--- src/rtl/secventiator_intersectie_if.sv ---
// Handshake bundle between the intersection sequencer, the car-light stage and the pedestrian lamps.
interface secventiator_intersectie_if;
    logic       service_i;
    logic       buton_pieton_i;
    logic       auto_done_i;
    logic       auto_enable_o;
    logic       auto_clear_o;
    logic       pieton_verde_o;
    logic       pieton_rosu_o;
    logic       cerere_activa_o;
    logic [1:0] faza_o;

    modport slave (
        input  service_i,
        input  buton_pieton_i,
        input  auto_done_i,
        output auto_enable_o,
        output auto_clear_o,
        output pieton_verde_o,
        output pieton_rosu_o,
        output cerere_activa_o,
        output faza_o
    );

    modport master (
        output service_i,
        output buton_pieton_i,
        output auto_done_i,
        input  auto_enable_o,
        input  auto_clear_o,
        input  pieton_verde_o,
        input  pieton_rosu_o,
        input  cerere_activa_o,
        input  faza_o
    );
endinterface

--- src/rtl/secventiator_intersectie.sv ---
// Intersection sequencer: alternates car-light stage and pedestrian crossing, with a service override.
// Optional macro CLIPIRE_PIETON_EN blinks the pedestrian green during the last 2 seconds.
module secventiator_intersectie #(
    parameter int unsigned SEC_PIETON = 8,
    parameter int unsigned FACTOR_DIV = 10
) (
    input  logic                         clk_i,
    input  logic                         reset_n,
    secventiator_intersectie_if.slave    bus
);

    localparam int unsigned PW = (FACTOR_DIV > 1) ? $clog2(FACTOR_DIV) : 1;
    localparam int unsigned SW = 6;

    typedef enum logic [2:0] {
        ST_IDLE    = 3'd0,
        ST_AUTO    = 3'd1,
        ST_CLEAR   = 3'd2,
        ST_PIETON  = 3'd3,
        ST_TAMPON  = 3'd4,
        ST_SERVICE = 3'd5
    } stare_t;

    stare_t          state_q, state_nxt;
    logic [PW-1:0]   presc_q, presc_nxt;
    logic [SW-1:0]   sec_q, sec_nxt;
    logic            latch_q, latch_nxt;
    logic            tick;

    logic            en_q, clr_q, verde_q, rosu_q;
    logic [1:0]      faza_q;
    logic            en_d, clr_d, verde_d, rosu_d;
    logic [1:0]      faza_d;

    assign tick = (presc_q == PW'(FACTOR_DIV - 1));

    // Next state, counters and request latch
    always_comb begin
        state_nxt = state_q;
        presc_nxt = tick ? '0 : presc_q + PW'(1);
        sec_nxt   = sec_q;
        latch_nxt = latch_q;

        if (bus.service_i) begin
            state_nxt = ST_SERVICE;
        end else begin
            unique case (state_q)
                ST_IDLE:    state_nxt = ST_AUTO;
                ST_AUTO:    if (bus.auto_done_i) state_nxt = ST_CLEAR;
                ST_CLEAR:   state_nxt = (latch_q || bus.buton_pieton_i) ? ST_PIETON : ST_AUTO;
                ST_PIETON:  if (tick && (sec_q == SW'(SEC_PIETON - 1))) state_nxt = ST_TAMPON;
                ST_TAMPON:  if (tick) state_nxt = ST_AUTO;
                ST_SERVICE: state_nxt = ST_IDLE;
                default:    state_nxt = ST_IDLE;
            endcase
        end

        if (bus.buton_pieton_i &&
            (state_q == ST_IDLE || state_q == ST_AUTO || state_q == ST_CLEAR)) begin
            latch_nxt = 1'b1;
        end

        if (state_q == ST_PIETON && tick) begin
            sec_nxt = sec_q + SW'(1);
        end

        // Phase entry reloads timing; service parks everything at zero
        if (state_nxt != state_q && (state_nxt == ST_PIETON || state_nxt == ST_TAMPON)) begin
            presc_nxt = '0;
        end
        if (state_nxt == ST_PIETON && state_q != ST_PIETON) begin
            sec_nxt   = '0;
            latch_nxt = 1'b0;
        end
        if (state_nxt == ST_SERVICE) begin
            presc_nxt = '0;
            sec_nxt   = '0;
            latch_nxt = 1'b0;
        end
    end

    // Output decode of the upcoming registered state, so outputs are flops aligned with state_q
    always_comb begin
        en_d    = 1'b0;
        clr_d   = 1'b0;
        verde_d = 1'b0;
        rosu_d  = 1'b1;
        faza_d  = 2'd0;
        unique case (state_nxt)
            ST_IDLE: begin
                faza_d = 2'd0;
            end
            ST_AUTO: begin
                en_d   = 1'b1;
                faza_d = 2'd1;
            end
            ST_CLEAR: begin
                clr_d  = 1'b1;
                faza_d = 2'd3;
            end
            ST_PIETON: begin
                rosu_d = 1'b0;
                faza_d = 2'd2;
`ifdef CLIPIRE_PIETON_EN
                if (sec_nxt >= SW'(SEC_PIETON - 2)) begin
                    verde_d = (presc_nxt < PW'(FACTOR_DIV / 2));
                end else begin
                    verde_d = 1'b1;
                end
`else
                verde_d = 1'b1;
`endif
            end
            ST_TAMPON: begin
                faza_d = 2'd3;
            end
            ST_SERVICE: begin
                clr_d  = 1'b1;
                rosu_d = 1'b0;
                faza_d = 2'd0;
            end
            default: begin
                faza_d = 2'd0;
            end
        endcase
    end

    // State, counters, latch and registered outputs
    always_ff @(posedge clk_i or negedge reset_n) begin
        if (!reset_n) begin
            state_q <= ST_IDLE;
            presc_q <= '0;
            sec_q   <= '0;
            latch_q <= 1'b0;
            en_q    <= 1'b0;
            clr_q   <= 1'b0;
            verde_q <= 1'b0;
            rosu_q  <= 1'b1;
            faza_q  <= 2'd0;
        end else begin
            state_q <= state_nxt;
            presc_q <= presc_nxt;
            sec_q   <= sec_nxt;
            latch_q <= latch_nxt;
            en_q    <= en_d;
            clr_q   <= clr_d;
            verde_q <= verde_d;
            rosu_q  <= rosu_d;
            faza_q  <= faza_d;
        end
    end

    assign bus.auto_enable_o   = en_q;
    assign bus.auto_clear_o    = clr_q;
    assign bus.pieton_verde_o  = verde_q;
    assign bus.pieton_rosu_o   = rosu_q;
    assign bus.cerere_activa_o = latch_q;
    assign bus.faza_o          = faza_q;

endmodule

--- src/flat_wrapper.sv ---
// flat-port wrapper written by rule: the top's interface ports become plain ports
module secventiator_intersectie_flat 
#(
    parameter int unsigned SEC_PIETON = 8,
    parameter int unsigned FACTOR_DIV = 10
)
  (clk_i, reset_n, bus_service_i, bus_buton_pieton_i, bus_auto_done_i, bus_auto_enable_o, bus_auto_clear_o, bus_pieton_verde_o, bus_pieton_rosu_o, bus_cerere_activa_o, bus_faza_o);
  secventiator_intersectie_if bus_i ();
  input  logic clk_i;
  input  logic reset_n;
  input wire logic [$bits(bus_i.service_i)-1:0] bus_service_i;
  input wire logic [$bits(bus_i.buton_pieton_i)-1:0] bus_buton_pieton_i;
  input wire logic [$bits(bus_i.auto_done_i)-1:0] bus_auto_done_i;
  output wire logic [$bits(bus_i.auto_enable_o)-1:0] bus_auto_enable_o;
  output wire logic [$bits(bus_i.auto_clear_o)-1:0] bus_auto_clear_o;
  output wire logic [$bits(bus_i.pieton_verde_o)-1:0] bus_pieton_verde_o;
  output wire logic [$bits(bus_i.pieton_rosu_o)-1:0] bus_pieton_rosu_o;
  output wire logic [$bits(bus_i.cerere_activa_o)-1:0] bus_cerere_activa_o;
  output wire logic [$bits(bus_i.faza_o)-1:0] bus_faza_o;
  assign bus_i.service_i = bus_service_i;
  assign bus_i.buton_pieton_i = bus_buton_pieton_i;
  assign bus_i.auto_done_i = bus_auto_done_i;
  assign bus_auto_enable_o = bus_i.auto_enable_o;
  assign bus_auto_clear_o = bus_i.auto_clear_o;
  assign bus_pieton_verde_o = bus_i.pieton_verde_o;
  assign bus_pieton_rosu_o = bus_i.pieton_rosu_o;
  assign bus_cerere_activa_o = bus_i.cerere_activa_o;
  assign bus_faza_o = bus_i.faza_o;
  secventiator_intersectie #(.SEC_PIETON(SEC_PIETON), .FACTOR_DIV(FACTOR_DIV)) u_core (.clk_i(clk_i), .reset_n(reset_n), .bus(bus_i));
endmodule
--- config.mk ---
export PLATFORM = sky130hd
export DESIGN_NAME = secventiator_intersectie_flat
export DESIGN_NICKNAME = d
export VERILOG_FILES = /design/src/rtl/secventiator_intersectie_if.sv /design/src/rtl/secventiator_intersectie.sv /design/src/flat_wrapper.sv
export SDC_FILE = /design/constraint.sdc
export NUM_CORES = 1
export LEC_CHECK = 0
export BUFFER_PORTS_ARGS = -buffer_cell sky130_fd_sc_hd__buf_4
export CAP_MARGIN = 20
export CORE_ASPECT_RATIO = 1.2
export CORE_MARGIN = 4
export CORE_UTILIZATION = 50
export DETAILED_ROUTE_END_ITERATION = 12
export PLACE_DENSITY = 0.84
export SETUP_SLACK_MARGIN = 0.4
export SLEW_MARGIN = 20
export SYNTH_ARGS = -nofsm -noshare
export SYNTH_HDL_FRONTEND = slang
export SYNTH_SLANG_ARGS = --single-unit
--- constraint.sdc ---
create_clock -name clk_i -period 1.7 [get_ports clk_i]
set_input_delay 0.34 -clock clk_i [delete_from_list [all_inputs] [get_ports clk_i]]
set_output_delay 0.34 -clock clk_i [all_outputs]
set_load 0.03 [all_outputs]
* After elaboration in Yosys (flattened, before gate mapping)
Cells that the tools add are included.
** Word-level totals
- Memories kept :: 0
- Memory bits (read-only) :: 0
- Flip-flop bits (word level) :: 20
- Output and inout bits :: 7
- Memory bits (writable) :: 0
- Logic and storage cells :: 59
- Input bits :: 5
- Bits in latches :: 0
** Operators by class
- Magnitude comparators :: 0
- Div/mod/pow operators :: 0
- Bitwise operators :: 0
- Multipliers :: 0
- Equality and inequality tests :: 13
- Add/subtract/negate cells :: 2
- Reductions and logical operators :: 15
- Shift operators :: 0
- Multiplexer cells :: 20
** Operator list (number)
- $mux 6 :: 3
- $pmux 3 s5 :: 1
- $eq 3x2->1 const B :: 4
- $mux 3 :: 4
- $mux 4 :: 3
- $eq 3x3->1 const B :: 3
- $mux 1 :: 7
- $add 6x1->6 const B :: 1
- $eq 3x1->1 const B :: 2
- $eq 6x3->1 const B :: 1
- $pmux 2 s3 :: 1
- $reduce_bool 3->1 :: 2
- $reduce_or 2->1 :: 3
- $logic_and 1x1->1 :: 5
- $add 4x1->4 const B :: 1
- $eq 4x4->1 const B :: 1
- $logic_or 1x1->1 :: 4
- $logic_not 3->1 :: 1
- $ne 3x2->1 const B :: 1
- $ne 3x3->1 :: 1
- $mux 2 :: 1

* Longest topological paths before layout
Gate-level depths: netlist of run 1.
- Depth in word-level cells :: 10
- Mapped depth :: 7

* Worst setup path before layout of run 1
Ideal clock, no wire load.
- Kind :: register to register
- Start point :: register u_core.presc_q[1]
- End point :: register u_core.presc_q[2]
- Buffers on the path :: 0
- Setup time :: 0.072 ns
- Path slack :: 0.053 ns
- Stages on the path, launching flop included :: 8
- Data arrival time :: 1.575 ns
- Path through :: dfrtp_1 > inv_1 > ha_1 > and3b_2 > nand4_4 > a311oi_4 > o211ai_2 > nor2_1
** On the way
- Cells in the longest elaborated chain, start to end :: 10
- Elaborated cells on any way between the ends :: 16
** Ends and longest elaborated chain
- from (decl) :: line secventiator_intersectie.sv:25 : logic [PW-1:0] presc_q, presc_nxt;
- from (signal assigned) :: line secventiator_intersectie.sv:142 : presc_q <= presc_nxt;
- $eq 4x4->1 :: line secventiator_intersectie.sv:35 : assign tick = (presc_q == PW'(FACTOR_DIV - 1));
- $logic_and 1x1->1 :: line secventiator_intersectie.sv:51 : ST_PIETON: if (tick && (sec_q == SW'(SEC_PIETON - 1))) state_nxt = ST_TAMPON;
- $mux 3 :: line secventiator_intersectie.sv:51
- $pmux 3 s5 :: line secventiator_intersectie.sv:47 : unique case (state_q)
- $mux 3 :: line secventiator_intersectie.sv:44 : if (bus.service_i) begin
- $eq 3x2->1 or $eq 3x3->1 (tied branches) :: line secventiator_intersectie.sv:68 : if (state_nxt != state_q && (state_nxt == ST_PIETON || state_nxt == ST_TAMPON)) begin
- $logic_or 1x1->1 :: line secventiator_intersectie.sv:68
- $logic_and 1x1->1 :: line secventiator_intersectie.sv:68
- $mux 4 :: line secventiator_intersectie.sv:68
- $mux 4 * :: line secventiator_intersectie.sv:75 : if (state_nxt == ST_SERVICE) begin
- net u_core.presc_nxt[2] :: line secventiator_intersectie.sv:25
The timed path passes the listed nets; every way through them passes the cells marked *.
A chain may end at the register's enable or synchronous reset.

* Worst setup path in the final report of run 1
Ends and elaborated chain as after synthesis.

==> results of run 1 <==
timing repair:
action	4_1_cts	5_1_grt
hold endpoints to repair	19	0
hold buffers	1	0
gates cloned	0	0
pin swaps	9	4
endpoints found under the setup margin	20	22
buffers inserted	7	0
resized for setup	7	6
how the worst min path moves through the flow:
stage                                          to  slack [ps]  depth (start not counted)
after floorplan           u_core.bus.auto_clear_o          40                          0
after CTS                         u_core.sec_q[0]         230                          2
after detailed placement          u_core.sec_q[4]         230                          1
final                             u_core.sec_q[0]         240                          2
after global placement            u_core.sec_q[3]         230                          1
after global routing              u_core.sec_q[0]         220                          2
area by class of cell:
| cell class | instances | area, um2 | share of cell area (%) |
|---|---|---|---|
| Clock buffer | 3 | 22.5 | 1.73 |
| Clock inverter | 1 | 30.0 | 2.31 |
| Inverter | 6 | 22.5 | 1.73 |
| Multi-Input combinational cell | 64 | 489 | 37.6 |
| Sequential cell | 20 | 504 | 38.7 |
| Tap cell | 19 | 23.8 | 1.83 |
| Timing Repair Buffer | 25 | 209 | 16.1 |
worst max-delay path, stage by stage, from the launching register on:
cell and delay (ps):
dfrtp_1 400, inv_1 60, ha_1 150, and3b_2 220, nand4_4 130, a311oi_4 330, buf_4 180, o211ai_4 100
nor2_1 110
through the flow:
stage                     hold slack [ps]  worst slack [ps]
final                                 239             -30.5
after global placement                227              15.2
after detailed placement              229             -79.1
after global routing                  222              -138
after CTS                             234             -25.4
after floorplan                      44.4              98.8
metal layers:
| metal | GRT usage [%] | wire [um] | vias up |
|---|---|---|---|
| met4 | 11.9 | 56 | 0 |
| li1 | - | - | 370 |
| met2 | 32.8 | 1210 | 15 |
| met3 | 3.45 | 64 | 4 |
| met1 | 20.6 | 868 | 371 |
| met5 | 0 | 0 | - |
logic make-up after synthesis:
logic type | Yosys count | synth area share (%)
buffers and inverters | 8 | 3.19
multiplexers | 1 | 1.02
AO/OA/AOI/OAI | 13 | 12.8
flip-flops | 20 | 51.2
adder cells (fa/ha/maj) | 3 | 3.83
XOR/XNOR | 6 | 5.36
AND/OR/NAND/NOR | 41 | 22.6
where the power goes:
part           total, W  internal, W  switching, W
logic          0.000203    0.0000921      0.000111
clock network  0.000402     0.000239      0.000164
registers      0.000522     0.000501     0.0000209
flip-flops by register name (all words and copies together), names as in the netlist:
name                        count
u_core.bus.auto_enable_o        1
u_core.presc_q                  4
u_core.bus.auto_clear_o         1
u_core.bus.faza_o               2
u_core.state_q                  3
u_core.bus.pieton_verde_o       1
u_core.sec_q                    6
u_core.bus.pieton_rosu_o        1
u_core.bus.cerere_activa_o      1
cell usage after synthesis (all sizes together):
library cell  count
xnor2             1
nand4             3
o31ai             1
a21oi             1
and2b             1
clkbuf            2
mux2i             1
nand3b            3
nand2             5
nor3b             1
dfstp             1
o22ai             1
and3              1
inv               6
a311oi            1
xor2              5
nand3             1
o211ai            1
ha                3
dfrtp            19
a22oi             1
nor4              1
or4               1
a31oi             2
o21ai             3
o21a              1
nand2b            1
nor2             17
or2               1
and3b             1
nor3              4
a21o              1
==> impl_metrics.ini, run 1 <==
[status]
outcome = finished, violations left
failed_checks = setup timing

[power]
p_leak_nw = 0.600
p_per_area_nw_per_um2 = 866
design_power_total_w = 0.00113
ir_drop_mv = 0.928

[drt]
drt_iter0_markers = 14
vias_per_cell = 5.51
wire_per_inst_um = 15.9
num_vias = 760
drt_pass1_iterations = 4
drt-total-wl_um = 2200
drcViolationCount = 0
drtAntennaViolNets = 0

[logic_synthesis]
syn-num-nets = 100
synthCells = 92
avgSynthCellArea_um2 = 10.6
synthTopCellsByArea = dfrtp_1 (49%), nor2_1 (6.5%), xor2_1 (4.5%), ha_1 (3.8%), a311oi_4 (2.7%)
ys_seq_elements = 20
yosysTopAreaCell = dfrtp_1
yosys.area.top_type_share_pct = 48.5
syn-cell-area_um2 = 980
ys_types = 35
ys_seq_area_share_pct = 51.2
ys_warn_count = 0

[cells_and_area]
final_layout_size_suffix_gt1_share_pct = 40.3
fillers = 128
final_cell_count_no_fill = 138
final_common_cell = buf_4
antenna_cells = 0
area_growth_pct = 32.8
finalInstanceArea_um2 = 1300
layout_common_cells = buf_4 (19), dfrtp_1 (17), nor2_1 (14)
final_util_pct = 70.3
nNetsFinal = 128

[floorplan]
io_pins = 12
start_util_pct = 52.9
std_cell_rows = 17
die_w_um = 48.4
fp.dieH_um = 56.5
die-area_um2 = 2730
fp.coreArea_um2 = 1850

[sta]
fin_tns_setup_ps = -116
fin_crit_ps = 1730
setup_viol = 7
layout_setup_ws_ps = -30.5
rsz0062_at_grt = true
max_freq_ghz = 0.578
hold_viol_final = 0
drv_slew = 0
finClkSkew_ps = 1.95
relSlewSlack_pct = 77.6
worst_pin_slew_ps = 333
layout_worst_path_cycle_share_pct = 102

[placed_design]
hpwlAfterDp_um = 1390
io_buffers = 11
detailed_place.area_um2 = 1140
dp_cells = 126
gp_congestion = 0.771

[clocking]
clkLatencyLatePin_ps = 320
cts_buffer_depth = 2
cts.sinks = 20
htree_levels = 1
clk_pin_slew_ps = 120
numCtsBuffers = 3
root_buffer = clkbuf_4
cts_tree = built

[setup_path]
required_ps = 1960
path_class = flop to flop
cp-end-kind = flop
r2r_start = u_core.presc_q[1]
reg2reg_depth = 8
crit_fanout = 4
arrival_ps = 1990
cp-endpoint = u_core.presc_q[2]
cp-start-kind = flop
r2r-end = u_core.presc_q[2]
rrSetupSlack_ps = -30
cp-startpoint = u_core.presc_q[1]

[global_route]
antenna_found_initial = 0
grt_max_degree = 21
grt_pass1_wl_um = 3970
track_usage_pct = 18.9
first_global_vias = 868
gr-total-overflow = 0

[hold_path]
hold_class = input port to flop
hp-start = bus_service_i

[job]
cap_violations = 0
Power figures use the tool's default switching activity.
==> run 2: changes to the inputs <==
- BUFFER_PORTS_ARGS: -buffer_cell sky130_fd_sc_hd__buf_4 -> -buffer_cell sky130_fd_sc_hd__buf_2
- CORE_ASPECT_RATIO: 1.2 -> default
==> run 2 against run 1 <==
  * The run still ends with setup timing left
  * Via count up 2.2%
  * Wire length is 0.18% lower
  * Sequential share of layout area up 0.41 points
  * Highest routed layer unchanged
  * Clock power fell by 3%
  * Utilization up 1.9 points
==> impl_metrics.ini, run 2 (synthesis gave the netlist of run 1 again) <==
[hold_path]
hp-start = bus_service_i
hold_class = input port to flop
hold_end = u_core.sec_q[0]
worst_hold_path.num_cells = 2

[sta]
finClkSkew_ps = 4.67
layout_worst_path_cycle_share_pct = 103
relSlewSlack_pct = 70.8
fin_tns_setup_ps = -111
max_freq_ghz = 0.571
worst_pin_slew_ps = 438
fin_crit_ps = 1750
layout_setup_ws_ps = -50.5
setup_viol = 4
rsz0062_at_grt = true
hold_viol_final = 0
drv_slew = 0

[job]
cap_violations = 0

[clocking]
htree_levels = 1
clkLatencyLatePin_ps = 300
cts.sinks = 20
root_buffer = clkbuf_4
clk_pin_slew_ps = 120
cts_buffer_depth = 2
cts_tree = built
numCtsBuffers = 3

[setup_path]
crit_fanout = 2
required_ps = 1930
reg2reg_depth = 6
r2r_start = u_core.presc_q[0]
r2r-end = u_core.bus.faza_o[0]
arrival_ps = 1990
cp-start-kind = flop
rrSetupSlack_ps = -50
path_class = flop to flop
cp-end-kind = flop
cp-startpoint = u_core.presc_q[0]

[cells_and_area]
layout_common_cells = dfrtp_1 (17), nor2_1 (14), buf_2 (10)
finalInstanceArea_um2 = 1290
final_layout_size_suffix_gt1_share_pct = 43.2
area_growth_pct = 31.4
fillers = 126
nNetsFinal = 127
reg_top3 = u_core.sec_q x6, u_core.presc_q x4, u_core.state_q x3
regMostFlops = u_core.sec_q
seqCellArea_um2 = 504
largest_reg_flops = 6
multi_input_area_um2 = 500
antenna_cells = 0
final_common_cell = dfrtp_1

[global_route]
gr-total-overflow = 0
track_usage_pct = 18.9
antenna_found_initial = 0
grt_max_degree = 21
first_global_vias = 830
grt_pass1_wl_um = 3750

[drt]
num_vias = 777
routed-wl-met2_um = 1110
drt_pass1_iterations = 4
drt_iter0_markers = 17
vias_per_cell = 5.43
drcViolationCount = 0
wire_per_inst_um = 15.3
wirelength_met1_um = 963
met3_length_um = 76
drt-total-wl_um = 2200
top_layer = met4
drtAntennaViolNets = 0

[floorplan]
io_pins = 12
fp.coreArea_um2 = 1780
die_w_um = 52.3
start_util_pct = 54.9
die-area_um2 = 2730
std_cell_rows = 15
fp.dieH_um = 52.3

[power]
ir_drop_mv = 0.678
p_leak_nw = 0.588
p_per_area_nw_per_um2 = 850

[placed_design]
io_buffers = 11
gp_congestion = 0.868
detailed_place.area_um2 = 1110
hpwlAfterDp_um = 1390

[status]
failed_checks = setup timing
outcome = finished, violations left
==> run 2: area by class of cell <==
class                      count  share of cell area [%]
sequential                    20                    39.2
inverter                       6                    1.75
clock buffer                   3                    1.75
multi-input combinational     64                    38.9
timing repair buffer          24                    13.7
clock inverter                 1                    2.33
tap                           25                    2.43
==> run 2: routing by layer <==
metal	vias up	global-route usage (%)
met2	20	30.8
li1	373	-
met4	0	8.51
met5	-	0
met1	378	24.1
met3	6	3.99
==> run 2: how the worst max path moves through the flow <==
stage	end	depth (start not counted)
global route	u_core.presc_q[0]	7
floorplan	u_core.bus.faza_o[0]	7
global placement	u_core.bus.faza_o[0]	7
finish	u_core.bus.faza_o[0]	6
CTS	u_core.presc_q[0]	7
detailed placement	u_core.presc_q[0]	7
==> run 2: through the flow <==
stage               util [%]  worst slack (ps)  total power [W]  std cells  hold slack (ps)
floorplan                  -              98.8         0.000626         92             44.4
global placement        62.2              24.5         0.000679        131              303
detailed placement      62.2             -37.4         0.000685        131              307
CTS                     70.3             -52.4          0.00109        141              293
global route            72.2              -157          0.00114        143              299
finish                  72.2             -50.5          0.00109        143              297
==> run 2: critical path: stages, from the launching register on <==
cell and delay (ps):
dfrtp_1 410, ha_2 190, and3b_2 220, or4_1 460
o21ai_2 120, inv_1 100, a31oi_1 180
==> run 2: power breakdown <==
part	switching (W)	total (W)	internal [W]	leakage [nW]
Clock	0.000152	0.000391	0.000238	0.0279
Combinational	0.000106	0.000182	0.0000761	0.300
Sequential	0.0000204	0.000522	0.000501	0.260
==> run 2: what timing repair did <==
action / in CTS / in global routing
setup endpoints to repair: 21 / 21
buffers inserted: 5 / 2
gates resized for setup: 13 / 6
pin swaps: 12 / 9
hold endpoints to repair: 19 / 0
hold buffers: 1 / 0
